### src/rtl/combine_frame_ctrl.sv
`timescale 1ns/1ps
// ---------------------------------------------------------------------------
// combine_frame_ctrl
//
// Frame-level sequencer between the sub-FFT output lanes and the 4-lane
// serialising combiner. It spots frame starts, applies frame decimation,
// produces the combiner write strobe/address, registers the four lanes in
// step with that strobe, and protects the combiner's 4*FFT_POINT output
// window by refusing frames that arrive while the previous one is still
// being captured or drained. A broken frame (missing beat or a stray
// start-of-packet) aborts the capture and resets the combiner.
//
// Optional build macro: FRAME_TAG_EN
//   When defined, lane_out0 on the first beat of every accepted frame
//   carries frame_cnt[15:0] (the post-increment value) instead of lane_in0.
//   FCNT_W must be at least 16 in that build.
//
// Ports:
//   clk, rst            clock; synchronous active-high reset
//   enable              arms frame acceptance
//   decim[7:0]          frames skipped between accepted frames
//   clr_status          pulse clearing drop_cnt, overrun, gap_err
//   in_valid, in_sop    upstream beat valid / first sample of a frame
//   lane_in0..3[15:0]   upstream lane samples
//   en_sync_out         combiner write strobe
//   cnt_sync_out        combiner write address
//   lane_out0..3[15:0]  registered lanes aligned with en_sync_out
//   comb_rst            combiner reset (rst or internal abort pulse)
//   busy                high while capturing or draining
//   frame_start         one-cycle pulse with the first accepted beat
//   frame_cnt           accepted frames (wrapping)
//   drop_cnt            frames refused while busy (saturating)
//   overrun, gap_err    sticky status flags
// ---------------------------------------------------------------------------
module combine_frame_ctrl #(
    parameter int FFT_POINT = 512,
    parameter int ADDR_W    = 9,
    parameter int GUARD     = 2,
    parameter int FCNT_W    = 32
) (
    input  logic              clk,
    input  logic              rst,
    input  logic              enable,
    input  logic [7:0]        decim,
    input  logic              clr_status,
    input  logic              in_valid,
    input  logic              in_sop,
    input  logic [15:0]       lane_in0,
    input  logic [15:0]       lane_in1,
    input  logic [15:0]       lane_in2,
    input  logic [15:0]       lane_in3,
    output logic              en_sync_out,
    output logic [ADDR_W-1:0] cnt_sync_out,
    output logic [15:0]       lane_out0,
    output logic [15:0]       lane_out1,
    output logic [15:0]       lane_out2,
    output logic [15:0]       lane_out3,
    output logic              comb_rst,
    output logic              busy,
    output logic              frame_start,
    output logic [FCNT_W-1:0] frame_cnt,
    output logic [15:0]       drop_cnt,
    output logic              overrun,
    output logic              gap_err
);

    // The busy window spans 4*FFT_POINT+GUARD cycles, counted 1-based from
    // the first cycle after the accepted start beat.
    localparam int WIN_LAST = 4 * FFT_POINT + GUARD;
    localparam int WIN_W    = $clog2(WIN_LAST + 1);
    localparam logic [ADDR_W-1:0] LAST_ADDR = ADDR_W'(FFT_POINT - 1);
    localparam logic [WIN_W-1:0]  WIN_END   = WIN_W'(WIN_LAST);

    typedef enum logic [1:0] {
        IDLE,
        WAIT_SOP,
        CAPTURE,
        DRAIN
    } state_t;

    state_t            state;
    state_t            state_nx;
    logic [7:0]        skip_cnt;
    logic [7:0]        skip_nx;
    logic [WIN_W-1:0]  win_cnt;
    logic              sop;
    logic              accept;
    logic              beat;
    logic              abort;
    logic              drop;
    logic              abort_q;
    logic [FCNT_W-1:0] frame_cnt_inc;

    assign sop           = in_valid & in_sop;
    assign frame_cnt_inc = frame_cnt + FCNT_W'(1);
    assign busy          = (state == CAPTURE) || (state == DRAIN);
    assign comb_rst      = rst | abort_q;

    // State register of the frame sequencer.
    always_ff @(posedge clk) begin
        if (rst) begin
            state <= IDLE;
        end else begin
            state <= state_nx;
        end
    end

    // Next-state and per-beat decisions. accept marks the start beat of an
    // accepted frame, beat marks every later good beat, abort marks a broken
    // frame and drop marks a start beat that had to be refused. A stray sop
    // during capture both breaks the current frame and counts as a refused
    // frame. A skip count left above a freshly lowered decim is treated as
    // "due", so the frame is taken rather than waiting for a wrap.
    always_comb begin
        state_nx = state;
        skip_nx  = skip_cnt;
        accept   = 1'b0;
        beat     = 1'b0;
        abort    = 1'b0;
        drop     = 1'b0;
        case (state)
            IDLE: begin
                if (enable) begin
                    state_nx = WAIT_SOP;
                end
            end
            WAIT_SOP: begin
                if (!enable) begin
                    state_nx = IDLE;
                end else if (sop) begin
                    if (skip_cnt >= decim) begin
                        accept   = 1'b1;
                        skip_nx  = 8'd0;
                        state_nx = CAPTURE;
                    end else begin
                        skip_nx = skip_cnt + 8'd1;
                    end
                end
            end
            CAPTURE: begin
                if (in_valid && !in_sop) begin
                    beat = 1'b1;
                    if (cnt_sync_out + ADDR_W'(1) == LAST_ADDR) begin
                        state_nx = DRAIN;
                    end
                end else begin
                    abort    = 1'b1;
                    drop     = sop;
                    state_nx = WAIT_SOP;
                end
            end
            DRAIN: begin
                drop = sop;
                if (win_cnt == WIN_END) begin
                    state_nx = enable ? WAIT_SOP : IDLE;
                end
            end
            default: begin
                state_nx = IDLE;
            end
        endcase
    end

    // Window counter: starts at 1 on the first busy cycle and advances every
    // busy cycle, so it doubles as the index of the current busy cycle. It
    // returns to 0 whenever the sequencer leaves the busy states.
    always_ff @(posedge clk) begin
        if (rst) begin
            win_cnt <= '0;
        end else if (accept) begin
            win_cnt <= WIN_W'(1);
        end else if ((state == CAPTURE && !abort) ||
                     (state == DRAIN && state_nx == DRAIN)) begin
            win_cnt <= win_cnt + WIN_W'(1);
        end else begin
            win_cnt <= '0;
        end
    end

    // Write strobe, write address, frame bookkeeping and the abort pulse
    // that feeds comb_rst. All of these appear one cycle after the input
    // beat they belong to. The address restarts at 0 on an abort so the
    // combiner never sees a stale partial address after its reset.
    always_ff @(posedge clk) begin
        if (rst) begin
            en_sync_out  <= 1'b0;
            cnt_sync_out <= '0;
            frame_start  <= 1'b0;
            frame_cnt    <= '0;
            abort_q      <= 1'b0;
            skip_cnt     <= 8'd0;
        end else begin
            en_sync_out <= accept | beat;
            frame_start <= accept;
            abort_q     <= abort;
            skip_cnt    <= skip_nx;
            if (accept) begin
                cnt_sync_out <= '0;
                frame_cnt    <= frame_cnt_inc;
            end else if (beat) begin
                cnt_sync_out <= cnt_sync_out + ADDR_W'(1);
            end else if (abort) begin
                cnt_sync_out <= '0;
            end
        end
    end

    // Lane pipeline: a plain one-cycle delay so the lanes line up with the
    // strobe. With frame tagging enabled the first beat of an accepted frame
    // replaces lane 0 with the new frame number.
    always_ff @(posedge clk) begin
        if (rst) begin
            lane_out0 <= 16'd0;
            lane_out1 <= 16'd0;
            lane_out2 <= 16'd0;
            lane_out3 <= 16'd0;
        end else begin
`ifdef FRAME_TAG_EN
            lane_out0 <= accept ? frame_cnt_inc[15:0] : lane_in0;
`else
            lane_out0 <= lane_in0;
`endif
            lane_out1 <= lane_in1;
            lane_out2 <= lane_in2;
            lane_out3 <= lane_in3;
        end
    end

    // Status: a refused frame or a broken frame always wins over a
    // coincident clear, so a clear can never hide the event that arrived
    // with it.
    always_ff @(posedge clk) begin
        if (rst) begin
            drop_cnt <= 16'd0;
            overrun  <= 1'b0;
            gap_err  <= 1'b0;
        end else begin
            if (drop) begin
                overrun <= 1'b1;
                if (clr_status) begin
                    drop_cnt <= 16'd1;
                end else if (drop_cnt != 16'hFFFF) begin
                    drop_cnt <= drop_cnt + 16'd1;
                end
            end else if (clr_status) begin
                drop_cnt <= 16'd0;
                overrun  <= 1'b0;
            end
            if (abort) begin
                gap_err <= 1'b1;
            end else if (clr_status) begin
                gap_err <= 1'b0;
            end
        end
    end

endmodule
### config.mk
export PLATFORM = sky130hd
export DESIGN_NAME = combine_frame_ctrl
export DESIGN_NICKNAME = d
export VERILOG_FILES = /design/src/rtl/combine_frame_ctrl.sv
export SDC_FILE = /design/constraint.sdc
export NUM_CORES = 1
export LEC_CHECK = 0
export ABC_AREA = 1
export BUFFER_PORTS_ARGS = -buffer_cell sky130_fd_sc_hd__buf_4
export CAP_MARGIN = 5
export CORE_MARGIN = 5
export CORE_UTILIZATION = 45
export DETAILED_ROUTE_END_ITERATION = 7
export PLACE_DENSITY = 0.72
export SKIP_LAST_GASP = 1
export SYNTH_ARGS = -nofsm -noshare
export SYNTH_HDL_FRONTEND = slang
export SYNTH_SLANG_ARGS = --single-unit
### constraint.sdc
create_clock -name clk -period 1.8 [get_ports clk]
set_clock_uncertainty 0.1 [all_clocks]
set_input_delay 0.18 -clock clk [delete_from_list [all_inputs] [get_ports clk]]
set_output_delay 0.18 -clock clk [all_outputs]
set_load 0.02 [all_outputs]
== Word-level counts from Yosys, hierarchy flattened ==
Index checks and enable logic that the tools add are counted.
Storage, ports and cells
  logic and storage cells: 80
  bits in writable memories: 0
  bits in latches: 0
  memories: 0
  input port bits: 78
  register bits: 148
  ROM bits: 0
Operators by class
  multiply operators: 0
  order comparisons: 1
  div/mod/pow operators: 0
  equal/unequal tests: 7
  bitwise logic cells: 4
  add/subtract/negate cells: 5
  muxes and demuxes: 31
  reduce and logical (&&, ||, !) cells: 16
  shift-type cells: 0
Operator list (count)
  16-bit two-way mux: 4
  32-bit by 1-bit adder with 32-bit output (second input constant): 1
  9-bit two-way mux: 2
  16-bit by 1-bit adder with 16-bit output (second input constant): 1
  16-bit inequality test (second input constant): 1
  1-bit two-way mux: 15
  2-bit two-way mux: 7
  12-bit by 1-bit adder with 12-bit output (second input constant): 1
  12-bit == test (second input constant): 1
  9-bit by 1-bit adder with 9-bit output (second input constant): 1
  9-bit == test (second input constant): 1
  8-bit by 1-bit adder with 8-bit output (second input constant): 1
  8-bit >= comparator: 1
  8-bit two-way mux: 1
  2-bit one-hot mux with 4 select lines: 1
  2-bit nonzero test: 4
  2-bit == test (second input constant): 3
  1-bit logical AND: 3
  3-bit AND reduction: 1
  3-bit OR reduction: 1
  2-bit by 1-bit == test with 1-bit output (second input constant): 1
  1-bit logical NOT: 2
  2-bit logical NOT: 1
  1-bit logical OR: 2
  6 further kinds: 7

== Longest topological paths before layout ==
Gate-level depths: netlist of run 1.
  depth after elaboration: 10
  depth in mapped cells: 15
  gate-level depth less buffers: 14

== Worst setup path after synthesis of run 1 ==
Ideal clock, no wire load.
  path type: register -> register
  start point: reg frame_cnt[1]
  end point: reg frame_cnt[24]
  period minus slack after synthesis: 1.709 ns
  stages on the path, launching flop included: 9
  arrival time: 1.538 ns
  library setup time: 0.070 ns
  data required time: 1.630 ns
  setup slack: 0.091 ns
  cells stage by stage: dfxtp_1 ha_1 inv_1 nor2_2 nand2_1 nor3_1 xor2_1 nand2_1 a21oi_1
On the way
  cells in the longest elaborated chain, start to end: 1
RTL lines
  start, declared: line 61  | output logic [FCNT_W-1:0] frame_cnt,
  start signal, assigned: line 199  | frame_cnt <= frame_cnt_inc;
  32-bit by 1-bit adder with 32-bit output: line 95  | assign frame_cnt_inc = frame_cnt + FCNT_W'(1);
Every way passes these cells.
A chain may end at the register's enable or synchronous reset.

== Worst setup path after layout of run 1 ==
  start point: reg skip_cnt[4]
  end point: reg frame_cnt[7]
On the way
  cells in the longest elaborated chain, start to end: 5
RTL lines
  start, declared: line 83  | logic [7:0] skip_cnt;
  start signal, assigned: line 196  | skip_cnt <= skip_nx;
  8-bit >= comparator: line 131  | if (skip_cnt >= decim) begin
  1-bit two-way mux: line 131
  1-bit two-way mux: line 130  | end else if (sop) begin
  1-bit two-way mux: line 128  | if (!enable) begin
  1-bit two-way mux: line 121  | case (state)
Every way passes these cells.

==> results.ini, run 1 <==
[finish]
synthToLayoutAreaGrowth_pct=57.3
layout_commonest_cell=buf_4
layout-drive-gt1-share_pct=32.4
antenna_cells=0
layout_common_cells=243 x buf_4, 198 x nand2_1, 149 x nor2_1
finalCoreUtilization_pct=71.9
num-nets-final=1323

[synthesis]
synth_area_um2=6590
synth_top_area_share_pct=44.9
yosys.cell_types.count=38
syn-instance-count=914
synth.avg_cell_area_um2=7.21
synth_top_area_cell=dfxtp_1
synth_fp_nets=1007
ys_ff_latch=148
ys_seq_area_share_pct=44.9
ys_warn_count=0
ys_top_cells_by_area=dfxtp_1 45%, nand2_1 13%, nor2_1 9.1%

[place]
dp_hpwl_um=14200
place_congestion=0.867
post-place-ws_ps=-52.7
io_buffers=204

[worst_hold_path]
hold_class=in -> reg

[worst_setup_path]
critPathMaxStageDelay_ps=350
arrival_ps=2090
worstSetupPathType=reg -> reg
critical_path_required_ps=2050
cp-end-kind=flip-flop
cp-start-kind=flip-flop
path_cells=ha_4, nand2_4, nor2_4, nand4_1, nand3_4, nand2_8, clkinv_8, buf_8, nand2_1, a21oi_2
crit_slowest_cell=dfxtp_1
critPathTopFamily=simple AND/OR/NAND/NOR gates
critPathMaxFanout=8
crit_buf_inv=2

[timing]
worstMarginPinSlew_ps=398
rsz0062_at_grt=true
drv_slew=0
min_period_over_period_pct=102
min_period_ps=1840
setup_violations=13
finalHoldViolCount=0
slew_headroom_pct=73.5
finalWorstSetupSlack_ps=-41.0
fmax_mhz=543

[cts]
clockBufferDepth=2
cts-root-buf=clkbuf_16
clk_transition_reported_paths_ps=60
tritoncts=done
cts.sinks=148
htreeDepth=4
clk_latency_ps=410
cts_buffers=17

[floorplan]
placement_rows=44
die_area_um2=17200
die_w_um=131
die_y_um=131
ioPinCount=205
floorplan.initialDensity_pct=45.7
core_area_um2=14400

[grt]
grt_max_degree=71
grt_overflow=0
track_usage_pct=24.7
grt_pass1_vias=6755
antenna_found_initial=0
grt_first_pass_wirelength_um=32700

[route]
wl_per_cell_um=15.6
routed_wl_um=22200
via_per_inst=4.90
ant_nets=0
drt-pass1-iter-count=4
vias=6989
first_iter_violations=481
drc_errors=0

[outcome]
outcome=finished, violations left
violations=setup timing

[power_and_ir_drop]
p_leak_nw=4.83
ir_worst_vdd_mv=0.653
powerDensity_nw_per_um2=727

[job]
max-cap-violations=0

-- worst paths after layout --
| path | startpoint | endpoint | slack, ps | depth (start not counted) |
|---|---|---|---|---|
| hold / removal | enable | state[0] | 20 | 4 |
| setup / recovery | skip_cnt[4] | frame_cnt[7] | -40 | 10 |
| hold reg to reg | overrun | overrun | 370 | 2 |
| setup reg to reg | skip_cnt[4] | frame_cnt[7] | -40 | 10 |
-- worst reg2reg max path: stages, from the launching register on --
cell and delay [ps]:
dfxtp_1 350, ha_4 290, nand2_4 50, nor2_4 110, nand4_1 160, nand3_4 130
nand2_8 130, clkinv_8 110, buf_8 130, nand2_1 90, a21oi_2 130
-- power breakdown --
part	internal, mW	total (mW)	switching, mW
combinational	0.364	0.737	0.373
clock	1.94	3.42	1.49
sequential	3.35	3.38	0.0298
-- timing repair --
action,in CTS,in global routing
setup endpoints to repair,30,52
gates cloned,0,4
resized for setup,4,117
hold buffers,65,0
endpoints found under the hold margin,66,0
pin swaps,0,29
setup buffers,0,6
-- area by class of cell --
class | count | area [um2]
timing repair buffer | 321 | 2710
tap | 184 | 230
inverter | 136 | 523
multi-input combinational | 606 | 3360
clock buffer | 17 | 425
sequential | 148 | 2980
clock inverter | 14 | 141
fill | 1054 | 4050
-- Yosys cell counts --
| library cell | count |
|---|---|
| nor3b_1 | 2 |
| nor3_2 | 5 |
| nor3_4 | 1 |
| buf_6 | 9 |
| a21oi_1 | 60 |
| clkbuf_1 | 14 |
| a21o_1 | 1 |
| nand2_4 | 2 |
| nand2_1 | 221 |
| or2_0 | 1 |
| inv_2 | 6 |
| nor3_1 | 16 |
| nand3_1 | 28 |
| nor2_4 | 3 |
| o21bai_1 | 2 |
| nor2_8 | 1 |
| o21ai_2 | 1 |
| o21ai_0 | 12 |
| o21ai_1 | 4 |
| ha_1 | 15 |
| dfxtp_1 | 148 |
| clkinv_1 | 1 |
| nand4_1 | 13 |
| buf_2 | 1 |
| xor2_1 | 27 |
| nor2_2 | 5 |
| nor2_1 | 160 |
| nand3b_1 | 6 |
| a21boi_0 | 1 |
| nor3b_2 | 1 |
| inv_1 | 129 |
| a31oi_1 | 1 |
| xnor2_1 | 6 |
| a211oi_1 | 1 |
| nand3_2 | 1 |
| nand2_2 | 5 |
| and3_1 | 1 |
| or2_2 | 3 |
-- flip-flops by register name, summed over array words and instances, names as in the netlist --
signal	cells
gap_err	1
lane_out1	16
skip_cnt	8
lane_out0	16
lane_out3	16
overrun	1
en_sync_out	1
abort_q	1
frame_start	1
win_cnt	12
drop_cnt	16
cnt_sync_out	9
lane_out2	16
frame_cnt	32
state	2
-- per-layer routing --
metal,vias up,track usage (%),part of all wire [%]
met5,-,0,0
met4,0,13.1,5.0
met3,67,8.33,7.9
met2,280,41.9,49
met1,3195,27.1,38
li1,3447,-,-
-- through the flow --
step	power (mW)	cell area, um2	instances	hold WS (ps)	TNS (ps)
6_report	7.54	10400	1426	18.4	-140
5_1_grt	7.78	10400	1426	36.9	-2760
4_1_cts	7.54	9760	1416	6.67	0
3_5_place_dp	4.01	8520	1320	285	-607
3_3_place_gp	4.00	8520	1320	279	0
2_1_floorplan	3.70	6590	914	187	0
-- kinds of logic after synthesis --
kind of cell    share of synthesized area [%]
compound gates                           6.57
buf+inv                                  10.2
flops                                    44.9
simple gates                             31.1
xor+xnor                                 4.38
fa+ha+maj                                2.85
(Power assumes the default switching activity.)
==> inputs of run 2 (changes only) <==
--- a/config.mk
+++ b/config.mk
@@ -12,7 +12,6 @@
 export CORE_UTILIZATION = 45
 export DETAILED_ROUTE_END_ITERATION = 7
 export PLACE_DENSITY = 0.72
-export SKIP_LAST_GASP = 1
 export SYNTH_ARGS = -nofsm -noshare
 export SYNTH_HDL_FRONTEND = slang
 export SYNTH_SLANG_ARGS = --single-unit
==> run 2 against run 1 <==
Compared with the run above:
- the flow still finishes with violations (setup timing)
- sequential power about the same
- worst setup slack better by 2.7 ps
- register-to-register slack about the same
- cell area about the same
- routed wire length up 0.22%
- critical path depth unchanged
- via count down 0.23%
- largest power group unchanged
- global-route usage unchanged
- utilization about the same
- critical path type unchanged
- final cell count unchanged
==> results.ini, run 2 (synthesis results as in run 1) <==
[outcome]
outcome=finished, violations left
violations=setup timing

[cts]
htreeDepth=4  ; unchanged
tritoncts=done
cts-root-buf=clkbuf_16
clk_latency_ps=420  ; about the same
cts.sinks=148  ; unchanged
cts_buffers=17  ; unchanged
clk_transition_reported_paths_ps=60  ; about the same
clockBufferDepth=2  ; unchanged

[finish]
largest_reg_flops=32  ; unchanged
num-nets-final=1323  ; unchanged
top_register=frame_cnt
fill_cells=1054  ; unchanged
synthToLayoutAreaGrowth_pct=57.4  ; about the same
antenna_cells=0  ; unchanged
layout_common_cells=243 x buf_4, 197 x nand2_1, 149 x nor2_1
layout-drive-gt1-share_pct=32.6  ; +0.16 points
layout_commonest_cell=buf_4

[timing]
min_period_ps=1840  ; -2.71 ps
fmax_mhz=544  ; +0.15%
finalSetupTns_ps=-126  ; +13.8 ps
slew_headroom_pct=73.7  ; +0.21 points
rsz0062_at_grt=true
worstMarginPinSlew_ps=392  ; -5.52 ps
finalWorstSetupSlack_ps=-38.3  ; +2.71 ps
finalHoldViolCount=0  ; unchanged
drv_slew=0  ; unchanged
setup_violations=12  ; -1
min_period_over_period_pct=102  ; -0.15 points

[floorplan]
die_y_um=131  ; unchanged
placement_rows=44  ; unchanged
ioPinCount=205  ; unchanged
die_area_um2=17200  ; unchanged
floorplan.initialDensity_pct=45.7  ; unchanged
core_area_um2=14400  ; unchanged
die_w_um=131  ; unchanged

[power_and_ir_drop]
p_seq_share_pct=44.8  ; about the same
switching_power_mw=1.89  ; +0.24%
swShare_pct=25.1  ; +0.047 points
power_frac_comb_pct=9.8  ; about the same
clkPwrFrac_pct=45.4  ; about the same
p_leak_nw=4.83  ; about the same
powerDensity_nw_per_um2=727  ; about the same
cell_internal_pwr_mw=5.66  ; about the same
ir_worst_vdd_mv=0.656  ; +0.43%

[grt]
grt_first_pass_wirelength_um=32700  ; unchanged
grt_overflow=0  ; unchanged
antenna_found_initial=0  ; unchanged
grt_pass1_vias=6755  ; unchanged
grt_max_degree=71  ; unchanged
track_usage_pct=24.7  ; unchanged

[worst_setup_path]
setup.worst_path.end=frame_cnt[7]
cp-startpoint=skip_cnt[4]
critPathMaxFanout=8  ; unchanged
cp-start-kind=flip-flop
arrival_ps=2090  ; about the same
reg2reg_slack_ps=-40  ; about the same
critical_path_required_ps=2050  ; about the same
regToRegStartpoint=skip_cnt[4]
reg2reg_depth=10  ; unchanged
worstSetupPathType=reg -> reg
rr_endpoint=frame_cnt[7]
cp-end-kind=flip-flop

[route]
ant_nets=0  ; unchanged
routed_wl_um=22300  ; +0.22%
drc_errors=0  ; unchanged
via_per_inst=4.89  ; -0.23%
vias=6973  ; -0.23%
drt-pass1-iter-count=5  ; +1
first_iter_violations=411  ; -15%
wl_per_cell_um=15.6  ; +0.22%

[job]
max-cap-violations=0  ; unchanged

[worst_hold_path]
hold_class=in -> reg

[place]
dp_hpwl_um=14200  ; unchanged
io_buffers=204  ; unchanged
place_congestion=0.867  ; unchanged
post-place-ws_ps=-52.7  ; unchanged

[run 2: cell types whose count changed in the layout (fill, tap and decap cells not counted)]
cell | previous run | this run
a21oi_2 | 20 | 21
o21ai_0 | 8 | 7
nand2_1 | 198 | 197
a21oi_1 | 39 | 38
o21ai_1 | 7 | 8
nand2_2 | 16 | 17
[run 2: layer usage]
layer	track usage [%]	part of all wire (%)
met1	27.1	38
met2	41.9	49
met3	8.33	7.9
met4	13.1	5.3
met5	0	0
[run 2: power groups by stage]
stage | combinational [mW] | sequential [mW] | clock (mW)
5_1_grt | 0.786 | 3.39 | 3.61
3_3_place_gp | 0.550 | 3.45 | 0
2_1_floorplan | 0.151 | 3.55 | 0
3_5_place_dp | 0.557 | 3.45 | 0
4_1_cts | 0.671 | 3.38 | 3.49
6_report | 0.737 | 3.38 | 3.43
[run 2: area by class of cell]
class	count	area (um2)	area share (%)
multi-input cells	606	3370	32.4
flip-flops and latches	148	2980	28.7
clock inverters	14	141	1.36
well taps	184	230	2.22
repair buffers	321	2710	26.2
inverters	136	523	5.04
clock buffers	17	425	4.10
[run 2: worst min-delay path by stage]
| stage | startpoint | end | slack, ps | depth (start not counted) |
|---|---|---|---|---|
| after floorplan | lane_in0[0] | lane_out0[0] | 190 | 2 |
| after global placement | lane_in1[10] | lane_out1[10] | 280 | 3 |
| after detailed placement | lane_in1[6] | lane_out1[6] | 290 | 3 |
| after CTS | enable | state[0] | 7 | 4 |
| after global routing | enable | state[0] | 40 | 4 |
| final | enable | state[0] | 20 | 4 |
[run 2: worst max-delay path, cell delays in order (launching register included)]
cell	delay, ps
dfxtp_1	350
ha_4	290
nand2_4	50
nor2_4	110
nand4_1	160
nand3_4	130
nand2_8	130
clkinv_8	100
buf_8	130
nand2_1	90
a21oi_2	130
[run 2: metrics by stage]
step                      area, um2  util [%]  hold WS (ps)  cells  total power, mW
after floorplan                6590         -           187    914             3.70
after global placement         8520      59.1           279   1320             4.00
after detailed placement       8520      59.1           285   1320             4.01
after CTS                      9760      67.7          6.67   1416             7.54
after global routing          10400      71.9          36.9   1426             7.78
final                         10400      71.9          17.3   1426             7.55
[run 2: what timing repair did]
| action | CTS | global route |
|---|---|---|
| hold endpoints to repair | 66 | 0 |
| hold buffers | 65 | 0 |
| setup endpoints to repair | 30 | 52 |
| setup buffers | 0 | 6 |
| pin swaps | 0 | 30 |
| resized for setup | 4 | 120 |
| gates cloned | 0 | 4 |
